**config.mk**
```make
export PLATFORM = sky130hd
export DESIGN_NAME = alu_issue_queue
export DESIGN_NICKNAME = d
export VERILOG_FILES = /design/src/rtl/alu_issue_pkg.sv /design/src/rtl/alu_sync_fifo.sv /design/src/rtl/alu_issue_queue.sv
export SDC_FILE = /design/constraint.sdc
export NUM_CORES = 2
export LEC_CHECK = 0
export ABC_CLOCK_PERIOD_IN_PS = 86000
export BUFFER_PORTS_ARGS = -buffer_cell sky130_fd_sc_hd__buf_2
export CAP_MARGIN = 30
export CORE_MARGIN = 2
export CORE_UTILIZATION = 55
export DETAILED_ROUTE_END_ITERATION = 10
export PLACE_DENSITY = 0.73
export SETUP_SLACK_MARGIN = 0.15
export SYNTH_ARGS = -nofsm -noshare
export SYNTH_HDL_FRONTEND = slang
export SYNTH_HIERARCHICAL = 1
export SYNTH_SLANG_ARGS = --single-unit
```
**constraint.sdc**
```tcl
create_clock -name clk -period 86 [get_ports clk]
set_input_delay 4.3 -clock clk [delete_from_list [all_inputs] [get_ports clk]]
set_output_delay 4.3 -clock clk [all_outputs]
set_load 0.03 [all_outputs]
```
**src/rtl/alu_issue_pkg.sv**
```systemverilog
// Shared constants and types for the ALU issue queue: opcode encodings,
// flag bit positions inside the response flag nibble, and the command record.
package alu_issue_pkg;

    // Default widths of the ALU command fields
    localparam int WIDTH_DEF = 128;
    localparam int OPW_DEF   = 4;
    localparam int SHW_DEF   = 5;
    localparam int TAG_W_DEF = 4;

    // Opcode encodings understood by the ALU (the queue never decodes them)
    localparam logic [3:0] ADD     = 4'd0;
    localparam logic [3:0] SUB     = 4'd1;
    localparam logic [3:0] MUL     = 4'd2;
    localparam logic [3:0] ROL     = 4'd3;
    localparam logic [3:0] ROR     = 4'd4;
    localparam logic [3:0] SLT     = 4'd5;
    localparam logic [3:0] SGE     = 4'd6;
    localparam logic [3:0] AND     = 4'd7;
    localparam logic [3:0] IDLE_OP = 4'hF;

    // Bit positions within the 4-bit flag field {sign, overflow, zero, carry}
    localparam int FLG_CARRY = 0;
    localparam int FLG_ZERO  = 1;
    localparam int FLG_OVF   = 2;
    localparam int FLG_SIGN  = 3;

    // One ALU command as accepted on the command handshake
    typedef struct packed {
        logic [OPW_DEF-1:0]   opcode;
        logic [WIDTH_DEF-1:0] a;
        logic [WIDTH_DEF-1:0] b;
        logic [SHW_DEF-1:0]   shift;
        logic [TAG_W_DEF-1:0] tag;
    } alu_cmd_t;

endpackage

```
**src/rtl/alu_sync_fifo.sv**
```systemverilog
// Single-clock first-word-fall-through FIFO. The head entry is visible on
// dout whenever the FIFO is non-empty; dout reads as zero when empty so the
// consumer-facing fields have a defined value after reset.
module alu_sync_fifo #(
    parameter int W     = 8,
    parameter int DEPTH = 8
) (
    input  logic                     clk,
    input  logic                     rst,
    input  logic                     push,
    input  logic [W-1:0]             din,
    input  logic                     pop,
    output logic [W-1:0]             dout,
    output logic                     full,
    output logic                     empty,
    output logic [$clog2(DEPTH):0]   count
);

    localparam int AW = $clog2(DEPTH);

    logic [W-1:0]  mem [DEPTH];
    logic [AW-1:0] wr_ptr_reg;
    logic [AW-1:0] rd_ptr_reg;
    logic [AW:0]   count_reg;
    logic          push_en;
    logic          pop_en;

    // Writes into a full FIFO and reads from an empty one are ignored
    assign push_en = push && !full;
    assign pop_en  = pop && !empty;

    assign full  = (count_reg == (AW+1)'(DEPTH));
    assign empty = (count_reg == '0);
    assign count = count_reg;
    assign dout  = empty ? '0 : mem[rd_ptr_reg];

    // Storage array; contents need no reset because empty masks the output
    always_ff @(posedge clk) begin
        if (push_en) begin
            mem[wr_ptr_reg] <= din;
        end
    end

    // Pointers wrap naturally (DEPTH is a power of two); push+pop holds count
    always_ff @(posedge clk) begin
        if (!rst) begin
            wr_ptr_reg <= '0;
            rd_ptr_reg <= '0;
            count_reg  <= '0;
        end else begin
            if (push_en) begin
                wr_ptr_reg <= wr_ptr_reg + AW'(1);
            end
            if (pop_en) begin
                rd_ptr_reg <= rd_ptr_reg + AW'(1);
            end
            case ({push_en, pop_en})
                2'b10:   count_reg <= count_reg + (AW+1)'(1);
                2'b01:   count_reg <= count_reg - (AW+1)'(1);
                default: count_reg <= count_reg;
            endcase
        end
    end

endmodule

```
**src/rtl/alu_issue_queue.sv**
```systemverilog
// Command front-end for the pipelined ALU. Buffers tagged commands, issues
// one per cycle onto the non-stallable ALU port when a response slot is
// guaranteed, tracks each issue through a fixed-latency delay line, and
// captures the matching result into an in-order response FIFO.
module alu_issue_queue
    import alu_issue_pkg::*;
#(
    parameter int WIDTH   = 128,
    parameter int OPW     = 4,
    parameter int SHW     = 5,
    parameter int TAG_W   = 4,
    parameter int DEPTH   = 8,
    parameter int ALU_LAT = 2
) (
    input  logic             clk,
    input  logic             rst,
    // command handshake
    input  logic             cmd_valid,
    output logic             cmd_ready,
    input  logic [OPW-1:0]   cmd_opcode,
    input  logic [WIDTH-1:0] cmd_a,
    input  logic [WIDTH-1:0] cmd_b,
    input  logic [SHW-1:0]   cmd_shift,
    input  logic [TAG_W-1:0] cmd_tag,
    // ALU issue port
    output logic [OPW-1:0]   alu_opcode,
    output logic [WIDTH-1:0] alu_input1,
    output logic [WIDTH-1:0] alu_input2,
    output logic [SHW-1:0]   alu_shiftValue,
    // ALU result port
    input  logic [WIDTH-1:0] alu_result,
    input  logic             alu_carry,
    input  logic             alu_zero,
    input  logic             alu_ovf,
    input  logic             alu_sign,
    // response handshake
    output logic             rsp_valid,
    input  logic             rsp_ready,
    output logic [TAG_W-1:0] rsp_tag,
    output logic [WIDTH-1:0] rsp_result,
    output logic [3:0]       rsp_flags
);

    localparam int CW    = $clog2(DEPTH) + 1;      // FIFO count width
    localparam int NSTG  = 1 + ALU_LAT;            // issue register + ALU latency
    localparam int IW    = $clog2(NSTG + 1);       // inflight counter width
    localparam int CMD_W = OPW + 2*WIDTH + SHW + TAG_W;
    localparam int RSP_W = TAG_W + WIDTH + 4;

    // Command FIFO
    logic             cmd_push;
    logic             cmd_full;
    logic             cmd_empty;
    logic [CW-1:0]    cmd_count;
    logic [CMD_W-1:0] cmd_din;
    logic [CMD_W-1:0] cmd_head;

    // Head fields of the command FIFO
    logic [OPW-1:0]   head_opcode;
    logic [WIDTH-1:0] head_a;
    logic [WIDTH-1:0] head_b;
    logic [SHW-1:0]   head_shift;
    logic [TAG_W-1:0] head_tag;

    // Issue and credit bookkeeping
    logic             issue;
    logic             capture;
    logic [IW-1:0]    inflight_reg;
    logic [CW:0]      used_slots;

    // Delay line tracking issued commands until their result is ready
    logic [NSTG-1:0]  dly_valid_reg;
    logic [TAG_W-1:0] dly_tag_reg [NSTG];

    // Response FIFO
    logic             rsp_pop;
    logic             rsp_full;
    logic             rsp_empty;
    logic [CW-1:0]    rsp_count;
    logic [RSP_W-1:0] rsp_din;
    logic [RSP_W-1:0] rsp_head;
    logic [3:0]       alu_flags;

    // ------------------------------------------------------------------
    // Command side
    // ------------------------------------------------------------------
    assign cmd_ready = rst && !cmd_full;
    assign cmd_push  = cmd_valid && cmd_ready;
    assign cmd_din   = {cmd_opcode, cmd_a, cmd_b, cmd_shift, cmd_tag};

    alu_sync_fifo #(
        .W     (CMD_W),
        .DEPTH (DEPTH)
    ) u_cmd_fifo (
        .clk   (clk),
        .rst   (rst),
        .push  (cmd_push),
        .din   (cmd_din),
        .pop   (issue),
        .dout  (cmd_head),
        .full  (cmd_full),
        .empty (cmd_empty),
        .count (cmd_count)
    );

    assign head_tag    = cmd_head[0 +: TAG_W];
    assign head_shift  = cmd_head[TAG_W +: SHW];
    assign head_b      = cmd_head[TAG_W + SHW +: WIDTH];
    assign head_a      = cmd_head[TAG_W + SHW + WIDTH +: WIDTH];
    assign head_opcode = cmd_head[TAG_W + SHW + 2*WIDTH +: OPW];

    // A slot is reserved for every in-flight result, so issuing only while
    // queued + in-flight responses stay below DEPTH means capture never
    // meets a full response FIFO. Both terms are registered, so a pop frees
    // its credit one cycle later.
    assign used_slots = (CW+1)'(rsp_count) + (CW+1)'(inflight_reg);
    assign issue      = !cmd_empty && (used_slots < (CW+1)'(DEPTH));

    // ALU drive registers: head of the FIFO on issue, idle pattern otherwise
    always_ff @(posedge clk) begin
        if (!rst) begin
            alu_opcode     <= OPW'(IDLE_OP);
            alu_input1     <= '0;
            alu_input2     <= '0;
            alu_shiftValue <= '0;
        end else if (issue) begin
            alu_opcode     <= head_opcode;
            alu_input1     <= head_a;
            alu_input2     <= head_b;
            alu_shiftValue <= head_shift;
        end else begin
            alu_opcode     <= OPW'(IDLE_OP);
            alu_input1     <= '0;
            alu_input2     <= '0;
            alu_shiftValue <= '0;
        end
    end

    // ------------------------------------------------------------------
    // Delay line: stage 0 mirrors the ALU drive register, the last stage
    // lines up with the ALU result of that same command
    // ------------------------------------------------------------------
    // Shift {valid, tag} along with the command's progress through the ALU
    always_ff @(posedge clk) begin
        if (!rst) begin
            dly_valid_reg <= '0;
            for (int i = 0; i < NSTG; i++) begin
                dly_tag_reg[i] <= '0;
            end
        end else begin
            dly_valid_reg  <= {dly_valid_reg[NSTG-2:0], issue};
            dly_tag_reg[0] <= head_tag;
            for (int i = 1; i < NSTG; i++) begin
                dly_tag_reg[i] <= dly_tag_reg[i-1];
            end
        end
    end

    assign capture = dly_valid_reg[NSTG-1];

    // Count commands between issue and capture
    always_ff @(posedge clk) begin
        if (!rst) begin
            inflight_reg <= '0;
        end else begin
            case ({issue, capture})
                2'b10:   inflight_reg <= inflight_reg + IW'(1);
                2'b01:   inflight_reg <= inflight_reg - IW'(1);
                default: inflight_reg <= inflight_reg;
            endcase
        end
    end

    // ------------------------------------------------------------------
    // Response side
    // ------------------------------------------------------------------
    // Pack the ALU flag wires into the response flag nibble
    always_comb begin
        alu_flags            = '0;
        alu_flags[FLG_CARRY] = alu_carry;
        alu_flags[FLG_ZERO]  = alu_zero;
        alu_flags[FLG_OVF]   = alu_ovf;
        alu_flags[FLG_SIGN]  = alu_sign;
    end

    assign rsp_din = {dly_tag_reg[NSTG-1], alu_result, alu_flags};
    assign rsp_pop = rsp_valid && rsp_ready;

    alu_sync_fifo #(
        .W     (RSP_W),
        .DEPTH (DEPTH)
    ) u_rsp_fifo (
        .clk   (clk),
        .rst   (rst),
        .push  (capture),
        .din   (rsp_din),
        .pop   (rsp_pop),
        .dout  (rsp_head),
        .full  (rsp_full),
        .empty (rsp_empty),
        .count (rsp_count)
    );

    assign rsp_valid  = !rsp_empty;
    assign rsp_flags  = rsp_head[3:0];
    assign rsp_result = rsp_head[4 +: WIDTH];
    assign rsp_tag    = rsp_head[4 + WIDTH +: TAG_W];

    // A capture into a full response FIFO would silently drop a result
    assert property (@(posedge clk) disable iff (!rst) capture |-> !rsp_full);

    // The command FIFO count can never exceed its capacity
    assert property (@(posedge clk) disable iff (!rst) cmd_count <= CW'(DEPTH));

endmodule

```
==> flow_summary_export.csv <==
group,metric,value,unit
detailed_routing,drt_wl_cell,27.5,um
power,p_switching,0.920,mW
die,floorplan.initialDensity,55.3,%
detailed_routing,firstDrtPassIters,5,
cts,postCtsResizedCells,0,
setup_path,timing.reg2reg.worst_path_depth,9,
cts,clock_latency,0.99,ns
setup_path,cp.depth,4,
layout,post_layout_instance_count_excluding_filler_cells,10400,
die,num_io_pins,808,
sta,grt_setup_unrepaired,"false",
cts,cts_buffer_depth,4,
placed_design,place_ws,76.50,ns
cts,setup_fix_buffers_added_after_clock_tree_synthesis,0,
sta,finalSetupViolCount,0,
cts,tritoncts,"built",
sta,timing.max_slew.rel_slack,17.9,%
die,core_area,238000,um^2
setup_path,cpPeakStageDelay,0.34,ns
setup_path,path_buf_inv,3,
job,cap_violations,0,
die,vertical_die_dimension,493,um
sta,final.period_utilization,11.0,%
layout,syn2layout_area_growth,14.6,%
sta,report.final.slew_viol_count,0,
sta,worstMarginPinSlew,1.23,ns
layout,regMostFlops,"u_cmd_fifo/mem",
layout,largest_reg_flops,2152,
power,power.static_leakage,48.5,nW
cts,clockRootBuffer,"sky130_fd_sc_hd__clkbuf_16",
layout,final_layout_size_suffix_gt1_share,31.6,%
sta,final.min_clock_period,9.48,ns
die,floorplan.die_area,244000,um^2
cts,tritoncts.num_buffers,360,
sta,hold_viol,0,
detailed_routing,avgViaCountPerCell,5.94,
placed_design,gp_congestion,0.766,
synth,syn_nets,6304,
placed_design,detailedPlacementHpwl,158000,um
die,die_x,493,um
setup_path,cp_max_fo,42,
detailed_routing,vias,61500,
min_path,timing.hold.worst_path_depth,1,
setup_path,timing.critical_path.slowest_stage_cell,"sky130_fd_sc_hd__buf_4",
global_route,antenna_found_initial,146,
setup_path,most_frequent_cell_on_the_critical_path,"sky130_fd_sc_hd__buf_2",
min_path,hp-class,"register to register",
synth,synthesis.yosys.warnings,6,
setup_path,path_delay_family,"buffers and inverters",
detailed_routing,wirelength,285000,um
cts,cts_sinks,3548,
detailed_routing,number_of_drc_markers_in_iteration_0,6167,
sta,layout_setup_ws,76.52,ns
power,intPower,2.96,mW
cts,worst_setup_hold_path_clk_slew,0.06,ns
setup_path,worstPathCellList,"buf_2, buf_4, nor2b_1, buf_2",
setup_path,worstPathRequired,81.70,ns
setup_path,worst_setup_path_start_kind,"input pin",
synth,syn-instance-count,5887,
synth,cell_area_after_synthesis,132000,um^2
run_status,status,"complete, no violations",
layout,mostFrequentLayoutCell,"sky130_fd_sc_hd__edfxtp_1",
detailed_routing,drcViolationCount,0,
sta,maxClockFrequency,105,MHz
power,combinationalPowerShare,10.5,%
power,clockPowerShare,38.9,%
global_route,grt_pass1_wl,418000,um
synth,synth.avg_cell_area,22.4,um^2
placed_design,placedCellCount,9655,
die,rows,179,
layout,reg_top3,"u_cmd_fifo/mem x2152, u_rsp_fifo/mem x1088",
cts,postCtsHoldBufs,0,
placed_design,port_buffers,807,
layout,num-nets-final,7269,
global_route,maximum_number_of_pins_on_one_net_before_global_route_repair,148,
power,switching_share,23.7,%
global_route,via_count_of_the_first_global_routing_pass,62300,
power,p_per_area,25.7,nW/um^2
setup_path,worst-endpoint-arrival,5.18,ns
setup_path,crit_path_end_kind,"output pin",
sta,worst_hold_margin,0.431,ns
cts,htreeDepth,5,
setup_path,timing.setup.critical_path_class,"input pin to output pin",
sta,final.setup.tns,0,ns
layout,layout_common_cells,"sky130_fd_sc_hd__edfxtp_1 (3240), sky130_fd_sc_hd__mux4_2 (810), sky130_fd_sc_hd__buf_2 (807)",
power,peakVddDrop,0.0000371,V
global_route,global_route.usage.total,23.2,%
global_route,grt_remaining_overflow,0,
sta,worst_clock_skew,0.125,ns
power,share_seq_of_total_power,50.7,%
detailed_routing,antenna_violating_nets_post_route,0,
==> path summary, 6_finish.rpt <==
kind                       startpoint                    end  slack, ns
setup / recovery                  rst              cmd_ready      76.52
hold / removal       dly_valid_reg[0]       dly_valid_reg[1]       0.43
setup reg to reg  u_cmd_fifo/count[1]  u_cmd_fifo/mem[5][31]      80.68
hold reg to reg      dly_valid_reg[0]       dly_valid_reg[1]       0.43
==> power groups by stage <==
stage               registers [mW]  logic, mW  clock network [mW]
finish                        1.97      0.407                1.51
global route                  1.97      0.439                1.60
CTS                           1.97      0.415                1.54
detailed placement            2.00      0.412                   0
global placement              2.00      0.405                   0
floorplan                     2.06      0.231                   0
==> metal layers <==
metal	up-vias	share of wire, %	GRT usage [%]
met2	2463	48	36.0
li1	26000	-	-
met5	-	0.27	0
met1	32400	40	32.9
met3	479	9.6	6.48
met4	130	2.3	6.16
==> worst reg2reg max path: stages, from the launching register on <==
cell	delay (ns)
sky130_fd_sc_hd__dfxtp_1	0.46
sky130_fd_sc_hd__or4b_1	0.28
sky130_fd_sc_hd__inv_1	0.15
sky130_fd_sc_hd__nor2b_1	0.19
sky130_fd_sc_hd__and2_1	0.33
sky130_fd_sc_hd__nand3_1	0.37
sky130_fd_sc_hd__nor2_4	0.47
sky130_fd_sc_hd__buf_4	0.74
sky130_fd_sc_hd__buf_4	0.98
sky130_fd_sc_hd__buf_4	0.90
==> area by class of cell <==
type	instances	area (um^2)
Fill cell	15500	87000
Clock buffer	478	9800
Tap cell	3167	3960
Timing Repair Buffer	911	5380
Inverter	5	28.8
Sequential cell	3548	103000
Antenna cell	57	143
Clock inverter	168	1650
Multi-Input combinational cell	2026	26600
==> per-stage QoR <==
| step | instance area [um^2] | util [%] | total power, mW |
|---|---|---|---|
| detailed placement | 139000 | 58.6 | 2.41 |
| global route | 151000 | 63.4 | 4.01 |
| global placement | 139000 | 58.4 | 2.40 |
| CTS | 151000 | 63.4 | 3.92 |
| finish | 151000 | 63.4 | 3.88 |
| floorplan | 132000 | - | 2.29 |
No activity file was read; power rests on OpenSTA's default activity.
